### src/rtl/rvjtag_dmi_pkg.sv
// Shared types and status codes for the JTAG DMI request tracker.
package rvjtag_dmi_pkg;

  typedef enum logic [1:0] {
    IDLE  = 2'd0,
    REQ   = 2'd1,
    WAIT  = 2'd2,
    DRAIN = 2'd3
  } dmi_state_e;

  localparam logic [1:0] DMI_OK     = 2'd0;
  localparam logic [1:0] DMI_FAILED = 2'd2;
  localparam logic [1:0] DMI_BUSY   = 2'd3;

endpackage

### src/rtl/rvjtag_dmi_timeout_ctr.sv
// Saturating response-timeout counter for the DMI tracker (used with RVJTAG_DMI_TIMEOUT_EN).
module rvjtag_dmi_timeout_ctr #(
  parameter int unsigned TIMEOUT_CYCLES = 1024
) (
  input  logic tck_i,
  input  logic trst_ni,
  input  logic clear_i,
  input  logic run_i,
  output logic expire_o
);

  localparam int unsigned CntW = (TIMEOUT_CYCLES > 1) ? $clog2(TIMEOUT_CYCLES) : 1;
  localparam logic [CntW-1:0] CntMax = CntW'(TIMEOUT_CYCLES - 1);

  logic [CntW-1:0] cnt_q, cnt_d;

  always_comb begin
    cnt_d = cnt_q;
    if (clear_i) begin
      cnt_d = '0;
    end else if (run_i && (cnt_q != CntMax)) begin
      cnt_d = cnt_q + 1'b1;
    end
  end

  always_ff @(posedge tck_i or negedge trst_ni) begin
    if (!trst_ni) begin
      cnt_q <= '0;
    end else begin
      cnt_q <= cnt_d;
    end
  end

  assign expire_o = (cnt_q == CntMax);

endmodule

### src/rtl/rvjtag_dmi_tracker.sv
// Single-outstanding DMI op tracker between the JTAG TAP and the debug module.
// Optional response timeout enabled by defining RVJTAG_DMI_TIMEOUT_EN.
module rvjtag_dmi_tracker
  import rvjtag_dmi_pkg::*;
#(
  parameter int unsigned AWIDTH         = 7,
  parameter int unsigned TIMEOUT_CYCLES = 1024
) (
  input  logic              tck_i,
  input  logic              trst_ni,
  input  logic              wr_en_i,
  input  logic              rd_en_i,
  input  logic [AWIDTH-1:0] wr_addr_i,
  input  logic [31:0]       wr_data_i,
  input  logic              dmi_reset_i,
  input  logic              dmi_hard_reset_i,
  output logic [31:0]       rd_data_o,
  output logic [1:0]        rd_status_o,
  output logic [1:0]        dmi_stat_o,
  output logic              dmi_req_valid_o,
  input  logic              dmi_req_ready_i,
  output logic [AWIDTH-1:0] dmi_req_addr_o,
  output logic [31:0]       dmi_req_data_o,
  output logic              dmi_req_wr_o,
  input  logic              dmi_rsp_valid_i,
  input  logic [31:0]       dmi_rsp_data_i,
  input  logic              dmi_rsp_err_i
);

  dmi_state_e        state_q, state_d;
  logic [1:0]        sticky_q, sticky_d;
  logic [AWIDTH-1:0] addr_q, addr_d;
  logic [31:0]       data_q, data_d;
  logic              wr_q, wr_d;
  logic [31:0]       rd_data_q, rd_data_d;
  logic [1:0]        status;
  logic              op_valid;
  logic              timeout;

  // {wr_en,rd_en} = 11 is reserved and treated as no op.
  assign op_valid = wr_en_i ^ rd_en_i;

`ifdef RVJTAG_DMI_TIMEOUT_EN
  logic expire;
  logic timer_clear;

  assign timer_clear = (state_d == WAIT) && (state_q != WAIT);
  assign timeout     = expire && (state_q == WAIT) && !dmi_rsp_valid_i;

  rvjtag_dmi_timeout_ctr #(
    .TIMEOUT_CYCLES(TIMEOUT_CYCLES)
  ) u_timeout_ctr (
    .tck_i   (tck_i),
    .trst_ni (trst_ni),
    .clear_i (timer_clear),
    .run_i   (state_q == WAIT),
    .expire_o(expire)
  );
`else
  logic unused_timeout_cfg;
  assign unused_timeout_cfg = ^TIMEOUT_CYCLES;
  assign timeout            = 1'b0;
`endif

  always_ff @(posedge tck_i or negedge trst_ni) begin
    if (!trst_ni) begin
      state_q   <= IDLE;
      sticky_q  <= DMI_OK;
      addr_q    <= '0;
      data_q    <= '0;
      wr_q      <= 1'b0;
      rd_data_q <= '0;
    end else begin
      state_q   <= state_d;
      sticky_q  <= sticky_d;
      addr_q    <= addr_d;
      data_q    <= data_d;
      wr_q      <= wr_d;
      rd_data_q <= rd_data_d;
    end
  end

  always_comb begin
    state_d   = state_q;
    sticky_d  = sticky_q;
    addr_d    = addr_q;
    data_d    = data_q;
    wr_d      = wr_q;
    rd_data_d = rd_data_q;
    unique case (state_q)
      IDLE: begin
        if (op_valid && !dmi_hard_reset_i) begin
          addr_d  = wr_addr_i;
          data_d  = wr_data_i;
          wr_d    = wr_en_i;
          state_d = REQ;
        end
      end
      REQ: begin
        if (dmi_req_ready_i) begin
          if (dmi_rsp_valid_i) begin
            rd_data_d = dmi_rsp_data_i;
            if (dmi_rsp_err_i) sticky_d = DMI_FAILED;
            state_d = IDLE;
          end else begin
            state_d = WAIT;
          end
        end
      end
      WAIT: begin
        if (dmi_rsp_valid_i) begin
          rd_data_d = dmi_rsp_data_i;
          if (dmi_rsp_err_i) sticky_d = DMI_FAILED;
          state_d = IDLE;
        end else if (timeout) begin
          sticky_d = DMI_FAILED;
          state_d  = DRAIN;
        end
      end
      DRAIN: begin
        if (dmi_rsp_valid_i) state_d = IDLE;
      end
      default: state_d = IDLE;
    endcase

    if (op_valid && (state_q != IDLE) && (sticky_q == DMI_OK) && (sticky_d == DMI_OK)) begin
      sticky_d = DMI_BUSY;
    end
    if (dmi_reset_i) sticky_d = DMI_OK;

    if (dmi_hard_reset_i) begin
      sticky_d  = DMI_OK;
      rd_data_d = rd_data_q;
      // A response landing with the hard reset is the one a drain would discard.
      if (state_q == REQ) begin
        state_d = IDLE;
      end else if (state_q == WAIT) begin
        state_d = dmi_rsp_valid_i ? IDLE : DRAIN;
      end
    end
  end

  always_comb begin
    dmi_req_valid_o = (state_q == REQ);
    if (sticky_q != DMI_OK) begin
      status = sticky_q;
    end else if (state_q != IDLE) begin
      status = DMI_BUSY;
    end else begin
      status = DMI_OK;
    end
  end

  assign rd_status_o    = status;
  assign dmi_stat_o     = status;
  assign rd_data_o      = rd_data_q;
  assign dmi_req_addr_o = addr_q;
  assign dmi_req_data_o = data_q;
  assign dmi_req_wr_o   = wr_q;

endmodule

### config.mk
export PLATFORM = sky130hd
export DESIGN_NAME = rvjtag_dmi_tracker
export DESIGN_NICKNAME = d
export VERILOG_FILES = /design/src/rtl/rvjtag_dmi_pkg.sv /design/src/rtl/rvjtag_dmi_timeout_ctr.sv /design/src/rtl/rvjtag_dmi_tracker.sv
export SDC_FILE = /design/constraint.sdc
export NUM_CORES = 1
export LEC_CHECK = 0
export BUFFER_PORTS_ARGS = -buffer_cell sky130_fd_sc_hd__buf_2
export CORE_MARGIN = 1
export CORE_UTILIZATION = 48
export DETAILED_ROUTE_END_ITERATION = 10
export PLACE_DENSITY = 0.89
export RECOVER_POWER = 100
export SLEW_MARGIN = 40
export SYNTH_ARGS = -nofsm -noshare
export SYNTH_HDL_FRONTEND = slang
export SYNTH_SLANG_ARGS = --single-unit
export TNS_END_PERCENT = 50
### constraint.sdc
create_clock -name tck_i -period 2.65 [get_ports tck_i]
set_input_delay 0 -clock tck_i [delete_from_list [all_inputs] [get_ports tck_i]]
set_output_delay 0 -clock tck_i [all_outputs]
set_load 0.01 [all_outputs]
* After elaboration in Yosys (flattened, before gate mapping)
Cells that the tools add are included.
Cells by class: equal/unequal tests 4, muxes and demuxes 21, bitwise gates (word level) 2, reduce and logical (&&, ||, !) cells 14
Operator list (count):
- $mux 32 | 2
- $pmux 32 s2 | 1
- $mux 2 | 16
- $logic_not 2->1 | 3
- $pmux 2 s3 | 1
- $reduce_bool 2->1 | 3
- $eq 2x2->1 const B | 2
- $logic_and 1x1->1 | 4
- $pmux 2 s2 | 1
- $reduce_and 3->1 | 1
- $eq 2x1->1 const B | 1
- $ne 2x1->1 const B | 1
- $reduce_and 2->1 | 1
- $reduce_or 2->1 | 1
- $logic_not 1->1 | 1
- $not 1->1 | 1
- $xor 1x1->1 | 1
Word-level totals: register bits 76, bits of input ports 80, output and inout bits 77, logic and storage cells 47

* Longest topological paths before layout
Gate-level depths: netlist (run 1).
depth after elaboration 9, depth in mapped cells 6, mapped depth without buffers 6

* Least setup slack after synthesis (run 1)
Ideal clock, no wire load.
path type reg-to-reg, start point register state_q[1], end point register rd_data_q[10] (netlist: rd_data_o[10]), arrival 1.703 ns, data required time 2.525 ns, path slack 0.822 ns, cell stages (with the launch flop) 7, path buffers 1, cell sequence dfrtp_1 inv_1 ha_1 and2b_1 nor3_4 buf_4 mux2_2
Between the ends: longest elaborated chain between the ends 3
RTL lines:
- start: declaration | RTL line rvjtag_dmi_tracker.sv:30 | dmi_state_e state_q, state_d;
- start signal: assignment | RTL line rvjtag_dmi_tracker.sv:74 | state_q <= state_d;
- $eq 2x1->1 (*)
- via dmi_req_valid_o | RTL line rvjtag_dmi_tracker.sv:20 | output logic dmi_req_valid_o,
- $ne 2x1->1 (no source line) / $reduce_bool 2->1 (equally long branches)
- $reduce_and 3->1 (no source line)
- end signal: assignment | RTL line rvjtag_dmi_tracker.sv:79 | rd_data_q <= rd_data_d;
- end: declaration | RTL line rvjtag_dmi_tracker.sv:35 | logic [31:0] rd_data_q, rd_data_d;
Mark *: on every way through the listed nets, which the timed path passes. The rest lies on a longest branch. A chain may end at the register's enable or synchronous reset.

* Final worst setup path (run 1)
start point register state_q[1], end point register data_q[16] (netlist: dmi_req_data_o[16])
Between the ends: longest elaborated chain between the ends 2
RTL lines:
- $logic_not 2->1 | RTL line rvjtag_dmi_tracker.sv:90 | unique case (state_q)
- $reduce_and 2->1 (no source line)
- end signal: assignment | RTL line rvjtag_dmi_tracker.sv:77 | data_q <= data_d;
- end: declaration | RTL line rvjtag_dmi_tracker.sv:33 | logic [31:0] data_q, data_d;
No other way between the ends.

==> summary.md, run 1 <==
| Metric | Value |
|---|---|
| Synth area leader | `dfrtp_1` |
| Grt ovf | `0` |
| Initial Util | `0.500` |
| CTS Root Cell | `clkbuf_8` |
| PD cells | `roughly 990 nW/um^2` |
| XOR/XNOR Fraction of Synth Area | `0.00274` |
| Mux contribution to synthesized area | `0.288` |
| Top cells by area, synth | `dfrtp_1, mux2_2, mux2_4, ha_1, buf_6` |
| Top-count cell post-synth | `dfrtp_1` |
| Syn Inst Count | `197` |
| DIE WIDTH | `83.5 um` |
| Post-synth EDFFs | `0` |
| Mean number of vias per cell | `4.96` |
| Worst endpoint required time | `2860 ps` |
| CORE AREA | `6390 sq um` |
| Vias in the first global route | `~2800` |
| CTS resizes | `0` |
| Worst skew pair latency | `330 ps` |
| Count of cell types in the netlist | `29` |
| Final min period | `2180 ps` |
| Synth Cell Area | `around 3200 sq um` |
| Antenna violations before repair | `0` |
| Post-route ant nets | `0` |
| Routed vias | `2542` |
| Synth Area in Adders | `0.0157` |
| Worst IR Drop VDD | `661 uV` |
| Number of diodes | `0` |
| Overall routing resource usage | `0.255` |
| Crit Path Class | `reg2reg` |
| Drt drc | `0` |
| Setup Buffers After CTS | `0` |
| WL/cell | `16.0 um` |
| Slew Limit Fails | `77` |
| Largest net degree at the start of global routing | `between 70 and 80` |
| CTS Hold Bufs | `74` |
| Total negative slack | `0 ps` |
| Failing checks | `max-capacitance violations, max-slew violations` |
| CP Capture Type | `flip-flop` |
| Yosys top cell area share | `0.596` |
| Gp weighted congestion | `0.729` |
| Final WL | `8.18 mm` |
| CTS tree | `yes` |
| Worst slew pin tran | `1800 ps` |
| Crit-path max FO | `41` |
| Final nets | `between 500 and 600` |
| Syn Nets | `281` |
| Clock buffer count from CTS | `9` |
| Relative slew slack | `-0.201` |
| Die footprint | `6980 sq um` |
| DIE HEIGHT | `83.5 um` |
| Max-cap viol count | `1` |
| Asr flop ratio synth | `1.00` |
| Clock Path Buffers | `2` |
| CTS H-tree lvls | `3` |
| Synth Area in Compound Gates | `0.0333` |
| Sequential area share after synthesis | `0.596` |
| Crit path arrival time | `about 2400 ps` |
| Status | `finished, violations left` |
| Setup Skew | `7.55 ps` |
| Dpl cell area | `4020 sq um` |
| Share of layout cells above drive strength 1 | `0.324` |
| Post-Synth Simple-Gate Area | `0.0349` |
| Clk sinks | `76` |
| Largest family of logic cells by synthesized area | `multiplexers` |
| Unrepaired setup endpoints after global routing | `no` |
| First DRT Iteration DRCs | `40` |
| Hold WC Path Type | `in2reg` |
| Global-route wire length before repair | `about 14 mm` |
| Crit start category | `flip-flop` |
| Length of the first detailed-routing pass in iterations | `4` |
| Area grow syn2layout | `47.9%` |
| Period utilization | `0.821` |
| Leak pwr | `0.00211 uW` |
| Reg clk slew, reported paths | `roughly 80 ps` |
| Synth Flop Type | `dfrtp_1` |
| Row count | `29` |
| Fin area | `4720 sq um` |
| Syn Area/Cell | `between 15 and 20 sq um` |
| Max Clock Freq | `460 MHz` |
| Port-buffer cells | `156` |
| I/O pins | `~160` |
| Endpoints failing setup | `0` |
| Hold Fails Final Rpt | `0` |
| Flop2flop setup slack | `470 ps` |
| Top cells by count, synth | `dfrtp_1, mux2_2, mux2_4` |
| Ys Warns | `0` |
| DP HPWL | `4.67 mm` |
| Number of synthesized register bits | `76` |
[cells in the final DEF (no fill, tap or decap), drive strengths merged, types with 4 or more instances in the layout]
master	Yosys	layout
clkbuf	1	90
buf	9	79
dfrtp	76	76
dlygate4sd3	0	74
mux2	72	72
nand2	6	6
nor2	4	4
ha	4	4
[flip-flops by register name, indices dropped and copies added (netlist names)]
name	count
rd_data_o	32
dmi_req_addr_o	7
dmi_req_wr_o	1
sticky_q	2
dmi_req_data_o	32
state_q	2
[worst max-delay path, cell delays in order, from the launching register on]
cell      delay [ps]
dfrtp_1          430
inv_1            130
ha_1             280
nor3b_1          210
clkbuf_4         550
mux2_2           410
[final cells by class]
class,count,area (sq um)
Sequential cell,76,1900
Timing Repair Buffer,232,1440
Clock buffer,11,131
Fill cell,474,1660
Tap cell,77,96.3
Multi-Input combinational cell,109,1080
Inverter,2,7.51
Clock inverter,5,61.3
[routing by layer]
metal / part of all wire / GRT usage / up-vias / routed length (um)
met2: 0.54 / 0.473 / 108 / 4450
met4: 0.033 / 0.117 / 0 / 268
met1: 0.37 / 0.276 / 1245 / 3010
met5: 0 / 0 / - / 0
met3: 0.056 / 0.0584 / 23 / 456
li1: - / - / 1166 / -
[path summary, 6_finish.rpt]
kind                              startpoint            endpoint  cells after the start
hold reg to reg            dmi_req_addr_o[0]   dmi_req_addr_o[0]                      1
max in group asynchronous            trst_ni  dmi_req_data_o[29]                      2
setup reg to reg                  state_q[1]  dmi_req_data_o[16]                      5
hold / removal              dmi_hard_reset_i          state_q[0]                      3
min in group asynchronous            trst_ni        rd_data_o[7]                      2
setup / recovery                  state_q[1]  dmi_req_data_o[16]                      5
[report_power, final]
| group | switching [uW] | internal (uW) | leakage, uW |
|---|---|---|---|
| clock | 416 | 439 | 0.0000862 |
| sequential | 321 | 1730 | 0.000907 |
| combinational | 942 | 832 | 0.00112 |
| total | 1680 | 3000 | 0.00211 |
[through the flow]
step                      power [uW]  setup WS, ps   util  hold slack, ps  instances
after floorplan                 3240           822      -            -296        197
after global placement          3960           694  0.628             184        422
after detailed placement        4050           589  0.629            65.6        422
after CTS                       5010           574  0.775            16.2        512
after global routing            4980           340  0.739            8.06        512
final                           4680           474  0.739            22.5        512
[cell families after synthesis]
logic type      Yosys count
compound gates           14
flops                    76
mux                      72
buf+inv                  12
fa+ha+maj                 4
simple gates             18
xor+xnor                  1
Power figures use the tool's default switching activity.
==> run 2, diff against run 1 <==
Settings changed: CORE_UTILIZATION 48 to 46, PLACE_DENSITY 0.89 to 0.86.
Clock period 2.65 ns to 2.05 ns, I/O delays scaled along.
==> run 2 against run 1 <==
The run still ends with max-capacitance violations, max-slew violations left. Clock-buffer cell count fell by 2. Total power increased by 31%. Die area grew 4.2%. Global-route usage shrank 2.4 points. Cell area up 1.6%. Sequential cell count is the same. Critical endpoint is now rd_data_o[3]. Combinational power up 31%. Largest cell class unchanged. Clock skew is 0.81 ps lower. Non-clock buffer count increased by 2. Core utilization fell by 0.51 points. Clock power is 38% higher.
==> summary.md, run 2 (synthesis gave the netlist of run 1 again) <==
| Metric | Value |
|---|---|
| NetSw | `2110 uW (+26%)` |
| Dpl cells | `424 (+0.47%)` |
| Crit Path Class | `reg2reg` |
| Period utilization | `0.945 (+0.124)` |
| Vias in the first global route | `2664 (-6.2%)` |
| Crit-path max FO | `32 (-22%)` |
| Row count | `29 (unchanged)` |
| CTS tree | `yes` |
| Flop pwr share | `0.429 (-0.009)` |
| Share of layout cells above drive strength 1 | `0.331 (+0.00690)` |
| Worst skew pair latency | `330 ps (about the same)` |
| Failing checks | `max-capacitance violations, max-slew violations` |
| Worst IR Drop VDD | `682 uV (+3.3%)` |
| Max Clock Freq | `516 MHz (+12%)` |
| Hold WC Path Type | `in2reg` |
| Slew Limit Fails | `31 (-60%)` |
| Fin Hold WS | `33.3 ps (+10.9 ps)` |
| Final nets | `516 (+0.39%)` |
| Area grow syn2layout | `50.3%` |
| Slowest CP cell | `dfrtp_1` |
| DIE WIDTH | `85.3 um (+2.1%)` |
| CTS Root Cell | `clkbuf_8` |
| Clock buffer count from CTS | `9 (unchanged)` |
| Port-buffer cells | `156 (unchanged)` |
| DIE HEIGHT | `85.3 um (+2.1%)` |
| Clock Path Buffers | `2 (unchanged)` |
| Setup Buffers After CTS | `0 (unchanged)` |
| Clk sinks | `76 (unchanged)` |
| Antenna violations before repair | `0 (unchanged)` |
| Reg clk slew, reported paths | `70 ps (about the same)` |
| First DRT Iteration DRCs | `70 (+75%)` |
| Post-route ant nets | `0 (unchanged)` |
| CORE AREA | `6530 sq um (+2.3%)` |
| Internal | `4010 uW (+34%)` |
| CP Buf/Inv Count | `2 (unchanged)` |
| Worst endpoint required time | `2260 ps (-600 ps)` |
| Largest net degree at the start of global routing | `47 (-39%)` |
| Global-route wire length before repair | `12.7 mm (-7.4%)` |
| CP Capture Type | `flip-flop` |
| Mean number of vias per cell | `4.83 (-2.6%)` |
| Number of diodes | `0 (unchanged)` |
| Dpl cell area | `4050 sq um (+0.90%)` |
| Fin area | `4800 sq um (+1.6%)` |
| Crit path arrival time | `2150 ps (-240 ps)` |
| Setup Skew | `6.74 ps (-0.808 ps)` |
| Gp weighted congestion | `0.773 (+6.1%)` |
| Routed vias | `2475 (-2.6%)` |
| Hold Fails Final Rpt | `0 (unchanged)` |
| FILL cells | `502 (+5.9%)` |
| Status | `finished, violations left` |
| Sw Share | `0.345 (-0.0142)` |
| Final WL | `7.98 mm (-2.5%)` |
| Max-cap viol count | `1 (unchanged)` |
| Crit path cell chain | `inv_1, ha_1, and2b_1, nor3_4, buf_12, mux2_2` |
| Clock power frac | `0.193 (+0.010)` |
| Overall routing resource usage | `0.231 (-0.0242)` |
| CTS H-tree lvls | `3 (unchanged)` |
| Leak pwr | `0.00216 uW (+2.1%)` |
| WL/cell | `15.6 um (-2.5%)` |
| Grt ovf | `0 (unchanged)` |
| Length of the first detailed-routing pass in iterations | `4 (unchanged)` |
| Worst slew pin tran | `1700 ps (-106 ps)` |
| Gate power share | `0.378 (about the same)` |
| Die footprint | `7280 sq um (+4.2%)` |
| Final min period | `1940 ps (-238 ps)` |
| Slowest stage delay, CP | `430 ps (-120 ps)` |
| Delay-heaviest family, CP | `simple AND/OR/NAND/NOR gates` |
| PD cells | `1280 nW/um^2 (+29%)` |
| Commonest non-fill, non-tap cells in the layout | `buf_2, clkbuf_1, dfrtp_1, dlygate4sd3_1, mux2_2` |
| Crit start category | `flip-flop` |
| DP HPWL | `4.89 mm (+4.7%)` |
| Final Non-Filler Cells | `512 (unchanged)` |
| Initial Util | `0.489 (-0.0111)` |
| Drt drc | `0 (unchanged)` |
| Unrepaired setup endpoints after global routing | `no` |
| Endpoints failing setup | `0 (unchanged)` |
| Pwr Total | `6130 uW (+31%)` |
| I/O pins | `157 (unchanged)` |
| Relative slew slack | `-0.130 (+0.0707)` |
| Total negative slack | `0 ps (unchanged)` |
-- run 2: power groups by stage --
| stage | Clock, uW | Combinational, uW | Sequential, uW |
|---|---|---|---|
| final | 1180 | 2320 | 2630 |
| after global routing | 1290 | 2510 | 2720 |
| after CTS | 1220 | 2750 | 2610 |
| after detailed placement | 0 | 2630 | 2640 |
| after global placement | 0 | 2560 | 2590 |
| after floorplan | 0 | 1220 | 2970 |
-- run 2: final timing paths --
kind / start / endpoint / slack (ps) / depth (start not counted)
worst max-delay path: state_q[1] / rd_data_o[3] / 110 / 6
worst min-delay path: dmi_hard_reset_i / state_q[0] / 30 / 3
worst max register to register: state_q[1] / rd_data_o[3] / 110 / 6
worst min register to register: dmi_req_data_o[30] / dmi_req_data_o[30] / 480 / 1
max in group asynchronous: trst_ni / dmi_req_wr_o / 400 / 2
min in group asynchronous: trst_ni / dmi_req_data_o[17] / 660 / 2
-- run 2: metal layers --
layer	vias up	wire length, um	global-route usage	part of all wire
met2	102	4220	0.419	0.53
met5	-	0	0	0
met4	0	227	0.117	0.028
li1	1160	-	-	-
met1	1190	3100	0.256	0.39
met3	23	427	0.0506	0.054
-- run 2: area by class of cell --
cell class,instances,area (sq um),share of cell area
Clock buffer,9,124,0.0258
Clock inverter,5,78.8,0.0164
Inverter,2,7.51,0.00157
Multi-Input combinational cell,109,1100,0.229
Sequential cell,76,1900,0.397
Tap cell,77,96.3,0.0201
Timing Repair Buffer,234,1490,0.310
-- run 2: metrics by stage --
| step | worst slack [ps] | util |
|---|---|---|
| finish | 113 | 0.734 |
| global route | 18.1 | 0.734 |
| CTS | 121 | 0.765 |
| detailed placement | 140 | 0.620 |
| global placement | 208 | 0.620 |
| floorplan | 222 | - |
-- run 2: worst reg2reg max path: stages (launching register included) --
cell and delay, ps:
dfrtp_1 430, inv_1 100, ha_1 250, and2b_1 230
nor3_4 210, buf_12 220, mux2_2 380
-- run 2: timing repair --
item                      in CTS  in global routing
hold endpoints to repair     149                  0
gates resized for setup        0                  0
hold buffers                  74                  0
